$ cat src/rtl/load_store_unit.sv
// RV32 load/store unit: decodes funct3, checks alignment, drives a single-request memory port
// with lane enables/replication, extends load data and reports faults on a one-cycle done pulse.
module load_store_unit #(
    parameter int unsigned TIMEOUT_CYCLES = 255
) (
    input  logic        i_Clock,
    input  logic        i_Reset,
    input  logic        i_Valid,
    input  logic        i_Write,
    input  logic [2:0]  i_Funct,
    input  logic [31:0] i_Address,
    input  logic [31:0] i_StoreData,
    output logic        o_Ready,
    output logic        o_Done,
    output logic [31:0] o_LoadData,
    output logic        o_Misaligned,
    output logic        o_IllegalFunct,
    output logic        o_BusError,
    output logic        o_MemReq,
    output logic        o_MemWrite,
    output logic [31:0] o_MemAddress,
    output logic [3:0]  o_MemByteEnable,
    output logic [31:0] o_MemWriteData,
    input  logic        i_MemAck,
    input  logic [31:0] i_MemReadData
);

    typedef enum logic [1:0] {IDLE = 2'd0, ACCESS = 2'd1, RESPOND = 2'd2} state_t;

    // Counter value on the last permitted wait cycle; an ack on that cycle still wins.
    localparam logic [7:0] WAIT_LIMIT = 8'(TIMEOUT_CYCLES - 32'd1);

    state_t      state_r, nextState_s;
    logic [7:0]  waitCount_r, waitCountNext_s;
    logic [1:0]  reqOffset_r, reqOffsetNext_s;
    logic [2:0]  reqFunct_r, reqFunctNext_s;
    logic        reqWrite_r, reqWriteNext_s;
    logic [31:0] memAddress_r, memAddressNext_s;
    logic [3:0]  byteEnable_r, byteEnableNext_s;
    logic [31:0] writeData_r, writeDataNext_s;
    logic        memWrite_r, memWriteNext_s;
    logic        done_r, doneNext_s;
    logic        misaligned_r, misalignedNext_s;
    logic        illegal_r, illegalNext_s;
    logic        busError_r, busErrorNext_s;
    logic [31:0] loadData_r, loadDataNext_s;

    function automatic logic isIllegal(input logic write, input logic [2:0] funct);
        logic result;
        case (funct)
            3'b000, 3'b001, 3'b010: result = 1'b0;
            3'b100, 3'b101:         result = write;
            default:                result = 1'b1;
        endcase
        return result;
    endfunction

    function automatic logic isMisaligned(input logic [2:0] funct, input logic [1:0] offset);
        logic result;
        case (funct[1:0])
            2'b01:   result = offset[0];
            2'b10:   result = (offset != 2'b00);
            default: result = 1'b0;
        endcase
        return result;
    endfunction

    function automatic logic [3:0] laneEnable(input logic [2:0] funct, input logic [1:0] offset);
        logic [3:0] result;
        case (funct[1:0])
            2'b00:   result = 4'b0001 << offset;
            2'b01:   result = 4'b0011 << offset;
            2'b10:   result = 4'b1111;
            default: result = 4'b0000;
        endcase
        return result;
    endfunction

    function automatic logic [31:0] replicate(input logic [2:0] funct, input logic [31:0] data);
        logic [31:0] result;
        case (funct[1:0])
            2'b00:   result = {4{data[7:0]}};
            2'b01:   result = {2{data[15:0]}};
            2'b10:   result = data;
            default: result = 32'h0000_0000;
        endcase
        return result;
    endfunction

    function automatic logic [31:0] extractLoad(input logic [2:0] funct, input logic [1:0] offset,
                                                input logic [31:0] word);
        logic [7:0]  laneByte;
        logic [15:0] laneHalf;
        logic [31:0] result;
        case (offset)
            2'b00:   laneByte = word[7:0];
            2'b01:   laneByte = word[15:8];
            2'b10:   laneByte = word[23:16];
            2'b11:   laneByte = word[31:24];
            default: laneByte = 8'h00;
        endcase
        if (offset[1]) begin
            laneHalf = word[31:16];
        end else begin
            laneHalf = word[15:0];
        end
        case (funct)
            3'b000:  result = {{24{laneByte[7]}}, laneByte};
            3'b001:  result = {{16{laneHalf[15]}}, laneHalf};
            3'b010:  result = word;
            3'b100:  result = {24'h00_0000, laneByte};
            3'b101:  result = {16'h0000, laneHalf};
            default: result = 32'h0000_0000;
        endcase
        return result;
    endfunction

    // State register.
    always_ff @(posedge i_Clock) begin
        if (i_Reset) begin
            state_r <= IDLE;
        end else begin
            state_r <= nextState_s;
        end
    end

    // Next-state and next-value logic for the captured request and all registered outputs.
    always_comb begin
        nextState_s      = state_r;
        waitCountNext_s  = waitCount_r;
        reqOffsetNext_s  = reqOffset_r;
        reqFunctNext_s   = reqFunct_r;
        reqWriteNext_s   = reqWrite_r;
        memAddressNext_s = memAddress_r;
        byteEnableNext_s = byteEnable_r;
        writeDataNext_s  = writeData_r;
        memWriteNext_s   = memWrite_r;
        doneNext_s       = 1'b0;
        misalignedNext_s = 1'b0;
        illegalNext_s    = 1'b0;
        busErrorNext_s   = 1'b0;
        loadDataNext_s   = 32'h0000_0000;
        case (state_r)
            IDLE: begin
                if (i_Valid) begin
                    reqOffsetNext_s = i_Address[1:0];
                    reqFunctNext_s  = i_Funct;
                    reqWriteNext_s  = i_Write;
                    if (isIllegal(i_Write, i_Funct)) begin
                        nextState_s   = RESPOND;
                        doneNext_s    = 1'b1;
                        illegalNext_s = 1'b1;
                    end else if (isMisaligned(i_Funct, i_Address[1:0])) begin
                        nextState_s      = RESPOND;
                        doneNext_s       = 1'b1;
                        misalignedNext_s = 1'b1;
                    end else begin
                        nextState_s      = ACCESS;
                        waitCountNext_s  = 8'd0;
                        memAddressNext_s = {i_Address[31:2], 2'b00};
                        byteEnableNext_s = laneEnable(i_Funct, i_Address[1:0]);
                        writeDataNext_s  = replicate(i_Funct, i_StoreData);
                        memWriteNext_s   = i_Write;
                    end
                end else begin
                    nextState_s = IDLE;
                end
            end
            ACCESS: begin
                if (i_MemAck || (waitCount_r == WAIT_LIMIT)) begin
                    nextState_s      = RESPOND;
                    doneNext_s       = 1'b1;
                    memAddressNext_s = 32'h0000_0000;
                    byteEnableNext_s = 4'b0000;
                    writeDataNext_s  = 32'h0000_0000;
                    memWriteNext_s   = 1'b0;
                    if (i_MemAck) begin
                        loadDataNext_s = reqWrite_r ? 32'h0000_0000
                                                    : extractLoad(reqFunct_r, reqOffset_r, i_MemReadData);
                    end else begin
                        busErrorNext_s = 1'b1;
                    end
                end else begin
                    waitCountNext_s = waitCount_r + 8'd1;
                end
            end
            RESPOND: begin
                nextState_s = IDLE;
            end
            default: begin
                nextState_s = IDLE;
            end
        endcase
    end

    // Datapath and output registers.
    always_ff @(posedge i_Clock) begin
        if (i_Reset) begin
            waitCount_r  <= 8'd0;
            reqOffset_r  <= 2'b00;
            reqFunct_r   <= 3'b000;
            reqWrite_r   <= 1'b0;
            memAddress_r <= 32'h0000_0000;
            byteEnable_r <= 4'b0000;
            writeData_r  <= 32'h0000_0000;
            memWrite_r   <= 1'b0;
            done_r       <= 1'b0;
            misaligned_r <= 1'b0;
            illegal_r    <= 1'b0;
            busError_r   <= 1'b0;
            loadData_r   <= 32'h0000_0000;
        end else begin
            waitCount_r  <= waitCountNext_s;
            reqOffset_r  <= reqOffsetNext_s;
            reqFunct_r   <= reqFunctNext_s;
            reqWrite_r   <= reqWriteNext_s;
            memAddress_r <= memAddressNext_s;
            byteEnable_r <= byteEnableNext_s;
            writeData_r  <= writeDataNext_s;
            memWrite_r   <= memWriteNext_s;
            done_r       <= doneNext_s;
            misaligned_r <= misalignedNext_s;
            illegal_r    <= illegalNext_s;
            busError_r   <= busErrorNext_s;
            loadData_r   <= loadDataNext_s;
        end
    end

    assign o_Ready         = (state_r == IDLE);
    assign o_MemReq        = (state_r == ACCESS);
    assign o_Done          = done_r;
    assign o_LoadData      = loadData_r;
    assign o_Misaligned    = misaligned_r;
    assign o_IllegalFunct  = illegal_r;
    assign o_BusError      = busError_r;
    assign o_MemWrite      = memWrite_r;
    assign o_MemAddress    = memAddress_r;
    assign o_MemByteEnable = byteEnable_r;
    assign o_MemWriteData  = writeData_r;

endmodule
$ cat config.mk
export PLATFORM = sky130hd
export DESIGN_NAME = load_store_unit
export DESIGN_NICKNAME = d
export VERILOG_FILES = /design/src/rtl/load_store_unit.sv
export SDC_FILE = /design/constraint.sdc
export NUM_CORES = 1
export LEC_CHECK = 0
export BUFFER_PORTS_ARGS = -buffer_cell sky130_fd_sc_hd__buf_4
export CORE_ASPECT_RATIO = 1.25
export CORE_MARGIN = 8
export CORE_UTILIZATION = 49
export DETAILED_ROUTE_END_ITERATION = 7
export GPL_TIMING_DRIVEN = 0
export HOLD_SLACK_MARGIN = 0.15
export PLACE_DENSITY = 0.8
export SLEW_MARGIN = 20
export SYNTH_ARGS = -nofsm -noshare
export SYNTH_HDL_FRONTEND = slang
export SYNTH_SLANG_ARGS = --single-unit
$ cat constraint.sdc
create_clock -name i_Clock -period 3 [get_ports i_Clock]
set_clock_uncertainty 0.15 [all_clocks]
set_input_delay 0.45 -clock i_Clock [delete_from_list [all_inputs] [get_ports i_Clock]]
set_output_delay 0.45 -clock i_Clock [all_outputs]
set_load 0.01 [all_outputs]
=== Word level (Yosys, flattened, before mapping) ===
Cells that the tools add are included.

* $add $sub $neg: 1
* $mul: 0
* Divide/modulo/power cells: 0
* Order comparisons: 0
* Equal/unequal tests: 20
* Shift operators: 2
* Muxes and demuxes: 48
* Bitwise logic cells: 5
* Reduce and logical (&&, ||, !) cells: 17

{| class="wikitable"
|+ Operators with widths
! cell !! count
|-
| $mux 32 || 7
|-
| $pmux 32 s5 || 1
|-
| $pmux 32 s2 || 2
|-
| $pmux 32 s3 || 1
|-
| $mux 8 || 4
|-
| $pmux 8 s4 || 1
|-
| $mux 16 || 1
|-
| $mux 4 || 4
|-
| $pmux 8 s2 || 1
|-
| $mux 1 || 15
|-
| $eq 3x3->1 const B || 4
|-
| $pmux 4 s3 || 1
|-
| $reduce_and 5->1 || 2
|-
| $reduce_or 3->1 || 3
|-
| $add 8x1->8 const B || 1
|-
| $eq 8x8->1 const B || 1
|-
| $mux 2 || 4
|-
| $ne 2x2->1 const B || 4
|-
| $pmux 1 s2 || 4
|-
| $pmux 4 s2 || 1
|-
| $eq 2x1->1 const B || 3
|-
| $eq 2x2->1 const B || 3
|-
| $eq 3x1->1 const B || 2
|-
| $eq 3x2->1 const B || 2
|-
| 13 further kinds || 21
|}

* Register bits: 121
* Bits in latches: 0
* RAM bits: 0
* Memory bits (read-only): 0
* Word-level logic and storage cells: 107
* Memories kept: 0

=== Longest topological paths before layout ===
Gate-level depths: netlist of the first run.

* Depth in word-level cells: 12
* Gate-level depth with buffers: 9
* Depth with buffers taken out: 6

=== Worst setup path before layout of the first run ===
Ideal clock, no wire load.

* Path kind: input to register
* From: in i_Funct[0]
* To: reg writeData_r[13], in the netlist o_MemWriteData[13]
* Setup time: 0.121 ns
* Arrival: 2.067 ns
* Path slack: 0.661 ns
* Cell stages on the path: 8
* Cell sequence: inv_1 ha_1 buf_2 nor3_2 a211oi_4 a22oi_4 buf_6 mux2_4

* Cells in the longest elaborated chain, start to end: 7
* Elaborated cells on any way between the ends: 25

{| class="wikitable"
|+ Ends and longest elaborated chain
! element !! RTL line !! source
|-
| from (decl) || 10 || <nowiki>input logic [2:0] i_Funct,</nowiki>
|-
| $eq 3x1->1 (tied with other cells) || 50 || <nowiki>case (funct)</nowiki>
|-
| $reduce_or 3->1 (tied with other cells) || 50 ||
|-
| $pmux 1 s2 / $mux 1 (equally long branches) || 50, 149 ||
|-
| $mux 1 || 145 || <nowiki>if (i_Valid) begin</nowiki>
|-
| $mux 1 || 143 || <nowiki>case (state_r)</nowiki>
|-
| $ne 2x2->1 (no source line) || n/a ||
|-
| $reduce_and 5->1 (no source line) || n/a ||
|-
| to (signal assigned) || 219 || <nowiki>writeData_r <= writeDataNext_s;</nowiki>
|-
| to (decl) || 40 || <nowiki>logic [31:0] writeData_r, writeDataNext_s;</nowiki>
|}

Several ways; a longest one is shown, not always the timed one. The select of a mux whose other input is x is not followed.
A chain may end at the register's enable or synchronous reset.

=== Final worst setup path of the first run ===
* From: in i_Funct[1]
* To: reg writeData_r[24], in the netlist o_MemWriteData[24]

Same word-level chain as after synthesis.

==> summary.md, run 1 <==
| Metric | Value |
|---|---|
| Outcome | `completed` |
| Switching share of power | `0.254` |
| Final antenna diode count | `0` |
| Clk Tree Root Cell | `sky130_fd_sc_hd__clkbuf_16` |
| Most used standard cells in the synthesized netlist | `sky130_fd_sc_hd__dfxtp_1, sky130_fd_sc_hd__nand2_1, sky130_fd_sc_hd__nor2_1` |
| Util after Layout | `0.716` |
| Critical path fanouts, max | `10` |
| Critical Path Sink Type | `register` |
| Initial core utilization | `0.497` |
| Largest area contributor in the synthesized netlist | `sky130_fd_sc_hd__dfxtp_1` |
| Final global-route overflow total | `0` |
| Fraction of layout instances using a drive strength above 1 | `0.342` |
| RSZ-0062 raised after global routing | `false` |
| Top-level port count | `roughly 210` |
| Number of buffers created by CTS | `17` |
| Flop2flop setup slack | `about 0.70 ns` |
| Placement row count | `43` |
| Endpoint required time on the critical path | `between 3 and 4 ns` |
| Final Hold Viols | `0` |
| Die span in x | `about 110 µm` |
| Switching component of the power | `about 1.1 mW` |
| Crit share post-route | `0.791` |
| Mapped cell area | `5460 µm²` |
| Pin count of the biggest net entering global routing | `17` |
| Maximum count of clock buffers along a single path | `2` |
| Clock latency on the worst-skew pair | `0.41 ns` |
| Number of synthesized flops with an enable pin | `0` |
| Worst Tran Pin Value | `about 0.9 ns` |
| Detailed-route wire length | `18.1 mm` |
| Number of standard cells after synthesis | `605` |
| Share of power burned in combinational logic | `0.155` |
| First-pass DRT Iterations | `6` |
| Mean routed wirelength per cell | `around 18 µm` |
| Clock network power share | `0.466` |
| Final period demand of the worst path | `roughly 2.4 ns` |
| Count of clock tree sinks | `around 120` |
| Async S/R FF share, synth | `0` |
| Minimum hold slack | `approximately 0.16 ns` |
| Core Footprint | `~11000 µm²` |
| Critical path data arrival time | `between 2 and 3 ns` |
| Final worst setup slack | `between 0.6 and 0.7 ns` |
| Drt via density | `5.69` |
| ANT nets after route | `0` |
| Startpoint type of the worst setup path | `input pin` |
| Library cells used by synthesis | `55` |
| Largest cells by area after synthesis | `sky130_fd_sc_hd__dfxtp_1, sky130_fd_sc_hd__nand2_1, sky130_fd_sc_hd__mux2_4` |
| Final-report setup violation count | `0` |
| H-tree depth | `4` |
| Initial antenna violation count | `0` |
| Iteration-0 DRC Markers | `roughly 480` |
| Area growth from synthesis to layout | `44.0%` |
| Power density over the cells | `around 560 nW/µm²` |
| Critical path class | `in2reg` |
| Post-synthesis sequential area ratio | `0.436` |
| Die Footprint | `14800 µm²` |
| Sum of negative setup slack | `0 ns` |
| CTS resizes | `0` |
| Die height | `134 µm` |
| Buffer count from post-CTS setup fixing | `0` |
| Number of violations of the max-capacitance limit | `0` |
| Post-Place Worst Slack | `0.254 ns` |
| Worst min path class | `in2reg` |
| Worst supply voltage drop on vdd | `between 500 and 600 µV` |
| Power Internal | `around 3.3 mW` |
| First-pass GRT wire length | `about 29 mm` |
| Most common cell in the netlist | `sky130_fd_sc_hd__dfxtp_1` |
| Overall fraction of global-route tracks in use | `0.236` |
| Synthesized flop and latch total | `119` |
| Static leakage | `3.49 nW` |
| Synth top area share | `0.436` |
| Vias | `5613` |
| Part of the power in registers | `0.379` |
| Hold_buf cts | `6` |
| CTS tree | `yes` |
| Clock slew at reported path FFs | `0.06 ns` |
| Number of remaining DRC errors | `0` |
| Post-synthesis area per instance | `9.02 µm²` |
| Relative slew slack | `0.399` |
| Port-buffer cells | `208` |
| Max frequency | `about 420 MHz` |
| Via count of the first global-routing pass | `roughly 5700` |
| Count of pins over their slew limit | `0` |
| Layout Nets | `between 900 and 1000` |
| Final weighted congestion of routability-driven global placement | `~0.94` |
| Hpwl dp | `between 10 and 15 mm` |
| Yosys warnings | `0` |
| Primary flip-flop cell chosen by synthesis mapping | `sky130_fd_sc_hd__dfxtp_1` |
==> state kept, by name (all words and copies together), names as in the netlist, 2 cells and up <==
signal / cells
reqOffset_r: 2
o_MemWriteData: 32
o_LoadData: 32
waitCount_r: 8
o_MemByteEnable: 4
reqFunct_r: 3
state_r: 2
o_MemAddress: 30
==> power by group through the flow <==
stage	clock network [mW]	logic, mW	registers [mW]
after floorplan	0	0.344	1.71
after global placement	0	0.649	1.69
after detailed placement	0	0.665	1.70
after CTS	2.07	0.675	1.66
after global routing	2.15	0.730	1.67
final	2.05	0.682	1.66
==> cell families after synthesis <==
logic type                 count (synthesis)  share of synthesized area
and+or+nand+nor                          193                      0.170
AOI/OAI and AO/OA                        176                      0.211
DFF                                      119                      0.436
muxes                                     53                      0.119
buffers and inverters                     53                     0.0431
adders and majority gates                  6                     0.0138
xor gates and xnor gates                   4                    0.00642
other                                      1                   0.000687
==> through the flow <==
stage          total power, mW  cell area (µm²)  std cells
3_5_place_dp              2.36             7190        949
2_1_floorplan             2.06             5460        606
4_1_cts                   4.41             7850        987
6_report                  4.40             7860        987
5_1_grt                   4.55             7860        987
3_3_place_gp              2.34             7190        949
==> placed cells by master, fill, tap and decap left out, types with 18 or more instances in the layout <==
cell / synthesis / final
sky130_fd_sc_hd__buf_4: 3 / 211
sky130_fd_sc_hd__mux2_4: 18 / 18
sky130_fd_sc_hd__mux2i_1: 22 / 22
sky130_fd_sc_hd__dfxtp_1: 119 / 119
sky130_fd_sc_hd__a22oi_1: 23 / 23
sky130_fd_sc_hd__nor2b_1: 26 / 26
sky130_fd_sc_hd__o22ai_1: 35 / 35
sky130_fd_sc_hd__nor2_1: 44 / 44
sky130_fd_sc_hd__clkbuf_1: 34 / 37
sky130_fd_sc_hd__o21ai_0: 41 / 41
sky130_fd_sc_hd__nand2_1: 76 / 76
sky130_fd_sc_hd__a21oi_1: 39 / 39
==> worst paths after layout <==
path / from / to / depth (start not counted)
worst min register to register: reqWrite_r / reqWrite_r / 2
worst min-delay path: i_Address[11] / o_MemAddress[11] / 3
worst max-delay path: i_Funct[1] / o_MemWriteData[24] / 9
worst max register to register: reqFunct_r[1] / o_LoadData[14] / 5
==> layer usage <==
layer	part of all wire	track usage	wire, µm	vias up
met3	0.095	0.0831	1720	50
li1	-	-	-	2639
met2	0.48	0.401	8770	309
met5	0	0	0	-
met4	0.032	0.120	588	0
met1	0.39	0.254	7070	2615
==> worst max-delay path, cell delays in order <==
cell	delay, ns
sky130_fd_sc_hd__buf_4	0.13
sky130_fd_sc_hd__inv_1	0.09
sky130_fd_sc_hd__ha_1	0.18
sky130_fd_sc_hd__buf_2	0.19
sky130_fd_sc_hd__nor3_2	0.42
sky130_fd_sc_hd__a211oi_4	0.11
sky130_fd_sc_hd__a22oi_4	0.39
sky130_fd_sc_hd__buf_6	0.24
sky130_fd_sc_hd__mux2_4	0.31
==> area by class of cell <==
cell class | instances | area, µm²
Fill cell | 863 | 3120
Clock buffer | 21 | 450
Multi-Input combinational cell | 434 | 2850
Inverter | 5 | 18.8
Clock inverter | 11 | 150
Tap cell | 135 | 169
Sequential cell | 119 | 2380
Buffer | 48 | 216
Timing Repair Buffer | 214 | 1620
(Power assumes the default switching activity.)
==> inputs of run 2 (changes only) <==
Settings changed: CORE_UTILIZATION 49 to 44, PLACE_DENSITY 0.8 to 0.76.
Clock period 3 ns to 2.12 ns, I/O delays scaled along.
==> run 2 against run 1 <==
Register-to-register slack got worse by 0.67 ns. Via count grew 8.5%. Setup slack lost 0.60 ns. Worst hold slack improved by 0.0024 ns. Power increased by 46%. Wire length up 15%. Utilization up 1.4 points. Clock power grew 42%. Flip-flop and latch count is the same. Sequential power is 42% higher. Non-clock buffer count rose by 78. Sequential share of layout area fell by 3.3 points.
==> summary.md, run 2 (synthesis gave the netlist of run 1 again) <==
| Metric | Value |
|---|---|
| Initial antenna violation count | `0` |
| Worst Tran Pin Value | `slightly above 0.7 ns` |
| Worst reg2reg startpoint | `state_r[1]` |
| Startpoint type of the worst setup path | `input pin` |
| Count of clock tree sinks | `119` |
| Core Footprint | `~12000 µm²` |
| Maximum count of clock buffers along a single path | `2` |
| Number of violations of the max-capacitance limit | `0` |
| H-tree depth | `4` |
| Most common library cell in the layout ignoring fill and taps | `sky130_fd_sc_hd__buf_4` |
| Final global-route overflow total | `0` |
| Overall fraction of global-route tracks in use | `0.252` |
| Hold-critical path endpoint | `o_MemWriteData[23]` |
| Max frequency | `between 400 and 500 MHz` |
| Power density over the cells | `~730 nW/µm²` |
| Reg2Reg Capture Point | `o_MemWriteData[25]` |
| CTS tree | `yes` |
| Final weighted congestion of routability-driven global placement | `0.895` |
| Static leakage | `between 3 and 4 nW` |
| Layout Nets | `~1000` |
| Worst-case reg-to-reg path depth | `6` |
| Die height | `roughly 140 µm` |
| Critical path fanouts, max | `7` |
| Switching share of power | `0.262` |
| Detailed-route wire length | `approximately 21 mm` |
| Critical path class | `in2reg` |
| Die span in x | `about 120 µm` |
| Final Hold Viols | `0` |
| Final period demand of the worst path | `2.10 ns` |
| Vias | `between 6000 and 7000` |
| Pin count of the biggest net entering global routing | `17` |
| Switching component of the power | `1.69 mW` |
| Critical Path Sink Type | `register` |
| Fraction of layout instances using a drive strength above 1 | `0.354` |
| Hpwl dp | `around 14 mm` |
| Flop2flop setup slack | `0.03 ns` |
| Post-Layout Cell Count | `between 1000 and 1500` |
| Via count of the first global-routing pass | `about 6400` |
| Relative slew slack | `0.522` |
| First-pass DRT Iterations | `8` |
| Clock slew at reported path FFs | `roughly 0.050 ns` |
| Most used cells in the layout excluding fill and tap cells | `sky130_fd_sc_hd__buf_4, sky130_fd_sc_hd__dfxtp_1, sky130_fd_sc_hd__dlygate4sd3_1` |
| Number of buffers created by CTS | `17` |
| Crit share post-route | `0.989` |
| Clock latency on the worst-skew pair | `approximately 0.42 ns` |
| Inst Count DP | `between 900 and 1000` |
| Top-level port count | `211` |
| Placement row count | `45` |
| Power Internal | `about 4.7 mW` |
| Outcome | `completed` |
| Part of the power in registers | `0.367` |
| Worst min path class | `in2reg` |
| Worst supply voltage drop on vdd | `~530 µV` |
| Clk Tree Root Cell | `sky130_fd_sc_hd__clkbuf_16` |
| Area growth from synthesis to layout | `61.8%` |
| Util after Layout | `0.730` |
| Hold path startpoint | `i_StoreData[23]` |
| Share of power burned in combinational logic | `0.179` |
| Number of remaining DRC errors | `0` |
| Initial core utilization | `0.451` |
| Iteration-0 DRC Markers | `between 400 and 500` |
| Port-buffer cells | `between 200 and 250` |
| Final-report setup violation count | `0` |
| Clock network power share | `0.454` |
| ANT nets after route | `0` |
| First-pass GRT wire length | `around 33 mm` |
| Critical path data arrival time | `2.24 ns` |
| Count of pins over their slew limit | `0` |
| Die Footprint | `around 16000 µm²` |
| Depth of the worst hold-timing path | `4` |
| RSZ-0062 raised after global routing | `true` |
| Mean routed wirelength per cell | `around 19 µm` |
| Drt via density | `roughly 5.6` |
| Endpoint required time on the critical path | `~2.3 ns` |
==> run 2: per-stage QoR <==
stage               setup TNS (ns)  setup WS (ns)  cell area [µm²]  hold WS, ns  total power [mW]
floorplan                        0        0.00845             5490        0.287              2.92
global placement            -16.90         -0.366             7250        0.295              3.32
detailed placement          -20.91         -0.424             7250        0.307              3.34
CTS                              0         0.0147             8690        0.150              6.37
global route                -0.433        -0.0494             8830        0.168              6.63
finish                           0         0.0231             8830        0.160              6.43
==> run 2: what timing repair did <==
item | CTS | global route
setup buffers | 2 | 4
gates cloned | 0 | 1
hold endpoints to repair | 80 | 0
pin swaps | 1 | 2
gates resized for setup | 9 | 50
endpoints found under the setup margin | 70 | 81
hold buffers | 79 | 0
==> run 2: how the worst max path moves through the flow <==
stage,end,slack [ns],cells past startpoint,start
floorplan,o_MemWriteData[13],0.008,9,i_Funct[0]
global placement,o_MemWriteData[29],-0.37,9,i_Funct[1]
detailed placement,o_MemWriteData[5],-0.42,8,i_Funct[1]
CTS,o_LoadData[13],0.01,4,reqOffset_r[1]
global route,waitCount_r[5],-0.05,6,i_MemAck
finish,o_MemWriteData[25],0.02,7,i_Address[1]
==> run 2: cell type report <==
class / instances / area [µm²]
fillers: 843 / 3270
multi-input cells: 434 / 2920
repair buffers: 294 / 2430
flip-flops and latches: 119 / 2390
clock buffers: 22 / 484
plain buffers: 46 / 268
well taps: 164 / 205
clock inverters: 10 / 120
inverters: 5 / 18.8
diodes: 2 / 5.00
==> run 2: power by group through the flow <==
stage	registers, mW	logic, mW	clock network [mW]
2_1_floorplan	2.42	0.492	0
3_3_place_gp	2.40	0.917	0
3_5_place_dp	2.40	0.940	0
4_1_cts	2.36	1.08	2.94
5_1_grt	2.37	1.23	3.04
6_report	2.36	1.15	2.92
==> run 2: metal layers <==
metal | wire length, µm | GRT usage | share of wire | up-vias
li1 | - | - | - | 2800
met1 | 7710 | 0.264 | 0.37 | 2872
met2 | 10500 | 0.436 | 0.50 | 343
met3 | 1770 | 0.0839 | 0.085 | 77
met4 | 918 | 0.133 | 0.044 | 0
met5 | 0 | 0 | 0 | -
==> run 2: critical path: stages <==
cell                            delay, ns
sky130_fd_sc_hd__dlygate4sd3_1       0.54
sky130_fd_sc_hd__buf_4               0.15
sky130_fd_sc_hd__and3_1              0.22
sky130_fd_sc_hd__a31oi_4             0.07
sky130_fd_sc_hd__a22oi_4             0.41
sky130_fd_sc_hd__clkbuf_16           0.24
sky130_fd_sc_hd__mux2_4              0.29
==> inputs of run 3 (changes only) <==
Settings changed: REMOVE_ABC_BUFFERS set to 1.
==> run 3 against run 2 <==
Setup slack worse by 0.022 ns. Wire length is 2.0% lower. Clock power is 2% higher. Clock-buffer cell count is 4 lower. Combinational power hardly changed. Flip-flop and latch count stayed put. Utilization is 0.10 points higher. Design area is 0.14% higher. Maximum frequency is 1.1% lower. Critical endpoint unchanged.
==> summary.md, run 3 (synthesis gave the netlist of run 1 again) <==
| Metric | Value |
|---|---|
| Startpoint type of the worst setup path | `register` |
| Worst Tran Pin Value | `about 0.77 ns` |
| Die Footprint | `~16000 µm²` |
| Detailed-route wire length | `between 20 and 25 mm` |
| Power density over the cells | `approximately 730 nW/µm²` |
| Mean routed wirelength per cell | `between 15 and 20 µm` |
| Outcome | `completed` |
| Critical Path Sink Type | `register` |
| Worst reg2reg startpoint | `state_r[1]` |
| Port-buffer cells | `roughly 210` |
| Die height | `roughly 140 µm` |
| Core Footprint | `12100 µm²` |
| Maximum count of clock buffers along a single path | `2` |
| CTS tree | `yes` |
| Worst path depth | `6` |
| Cell area after layout | `between 8000 and 9000 µm²` |
| Relative slew slack | `0.483` |
| RSZ-0062 raised after global routing | `true` |
| Crit share post-route | `1.00` |
| Depth of the worst hold-timing path | `4` |
| Critical path class | `reg2reg` |
| Worst-case reg-to-reg path depth | `6` |
| Final period demand of the worst path | `about 2.1 ns` |
| Hold path startpoint | `i_StoreData[17]` |
| Critical path fanouts, max | `18` |
| Number of buffers and inverters on the critical path | `2` |
| Overall fraction of global-route tracks in use | `0.242` |
| Clock slew at reported path FFs | `0.05 ns` |
| Static leakage | `just under 4 nW` |
| Clk Tree Root Cell | `sky130_fd_sc_hd__clkbuf_16` |
| Layout filler cell count | `a little over 800` |
| Clock latency on the worst-skew pair | `about 0.4 ns` |
| Hpwl dp | `approximately 13 mm` |
| Number of buffers created by CTS | `17` |
| Util after Layout | `0.731` |
| Number of violations of the max-capacitance limit | `0` |
| Final weighted congestion of routability-driven global placement | `~0.83` |
| Final Hold Viols | `0` |
| Total placed instance area | `just over 7000 µm²` |
| Critical path's top delay family | `simple AND/OR/NAND/NOR gates` |
| First-pass DRT Iterations | `6` |
| Sum of negative setup slack | `0 ns` |
| Pin count of the biggest net entering global routing | `57` |
| Critical path data arrival time | `between 2 and 2.5 ns` |
| Placement row count | `45` |
| Switching share of power | `0.254` |
| Cells along the critical path | `or3b_4 > a211oi_4 > a22oi_4 > buf_12 > buf_16 > mux2_4` |
| Iteration-0 DRC Markers | `between 400 and 500` |
| Initial antenna violation count | `1` |
| Share of power burned in combinational logic | `0.174` |
| Layout Nets | `1001` |
| Switching component of the power | `1.65 mW` |
| Most used cells in the layout excluding fill and tap cells | `sky130_fd_sc_hd__buf_4, sky130_fd_sc_hd__dfxtp_1, sky130_fd_sc_hd__dlygate4sd3_1` |
| Power Internal | `between 4 and 5 mW` |
| Critical Path Slowest Stage Cell | `sky130_fd_sc_hd__or3b_4` |
| ANT nets after route | `0` |
| Count of clock tree sinks | `119` |
| Top-level port count | `around 210` |
| Endpoint required time on the critical path | `2.26 ns` |
| Drt via density | `~5.6` |
| Worst setup path startpoint | `state_r[1]` |
| Worst min path class | `in2reg` |
| Part of the power in registers | `0.366` |
| Initial core utilization | `0.451` |
| Count of pins over their slew limit | `0` |
| First-pass GRT wire length | `31.3 mm` |
| Vias | `around 6000` |
| Number of remaining DRC errors | `0` |
| Worst supply voltage drop on vdd | `500 µV` |
| Final global-route overflow total | `0` |
| Clock network power share | `0.460` |
| Stage delay of the slowest cell on the critical path | `roughly 0.44 ns` |
| Max frequency | `around 470 MHz` |
| Die span in x | `~120 µm` |
| Fraction of layout instances using a drive strength above 1 | `0.357` |
| Most common library cell in the layout ignoring fill and taps | `sky130_fd_sc_hd__buf_4` |
| Area growth from synthesis to layout | `62.0%` |
| H-tree depth | `4` |
| Final-report setup violation count | `0` |
| Via count of the first global-routing pass | `a little over 6000` |
[run 3: cell types whose count changed in the layout (fill, tap and decap cells not counted), sizes merged]
cell,previous run,this run
clkbuf,55,18
dlygate4sd3,79,84
buf,228,230
bufinv,2,4
clkinv,3,4
diode,2,1
[run 3: routing by layer]
layer | wire length, µm | GRT usage | up-vias
met4 | 665 | 0.103 | 0
met2 | 10100 | 0.406 | 350
met1 | 7590 | 0.261 | 2833
li1 | - | - | 2735
met3 | 2110 | 0.0998 | 51
met5 | 0 | 0 | -
[run 3: final cells by class]
class | count | area [µm²] | area share
Timing Repair Buffer | 314 | 2620 | 0.296
Sequential cell | 119 | 2390 | 0.270
Inverter | 5 | 18.8 | 0.00212
Multi-Input combinational cell | 434 | 3000 | 0.340
Clock buffer | 18 | 429 | 0.0485
Tap cell | 164 | 205 | 0.0232
Antenna cell | 1 | 2.50 | 0.000283
Clock inverter | 13 | 181 | 0.0205
[run 3: path summary, 6_finish.rpt]
check                            end  slack (ns)
setup reg to reg  o_MemWriteData[25]      0.0006
setup / recovery  o_MemWriteData[25]      0.0006
hold reg to reg   o_MemByteEnable[2]        0.33
hold / removal    o_MemWriteData[17]        0.16
[run 3: power groups by stage]
stage               Sequential, mW  Clock (mW)  Combinational, mW
floorplan                     2.44           0              0.427
global placement              2.41           0              0.857
detailed placement            2.42           0              0.903
CTS                           2.37        3.01               1.08
global route                  2.39        3.12               1.20
finish                        2.38        2.99               1.13
[run 3: through the flow]
stage / hold WS [ns] / power [mW] / setup WS (ns) / std cells
after floorplan: 0.237 / 2.86 / -0.818 / 558
after global placement: 0.309 / 3.27 / -1.63 / 930
after detailed placement: 0.314 / 3.32 / -1.17 / 933
after CTS: 0.150 / 6.47 / -0.00917 / 1059
after global routing: 0.150 / 6.71 / -0.0232 / 1068
final: 0.164 / 6.50 / 0.000624 / 1068
[run 3: what timing repair did]
item | in CTS | in global routing
buffers inserted | 11 | 9
hold buffers | 84 | 0
pin swaps | 6 | 5
endpoints found under the hold margin | 85 | 0
gates resized for setup | 26 | 8
endpoints found under the setup margin | 106 | 90
[run 3: tightest hold or removal path, delay by kind of cell]
family	cells	cell delay [ns]
AOI/OAI and AO/OA	1	0.07
buffers and inverters	1	0.08
muxes	1	0.14
and+or+nand+nor	1	0.08
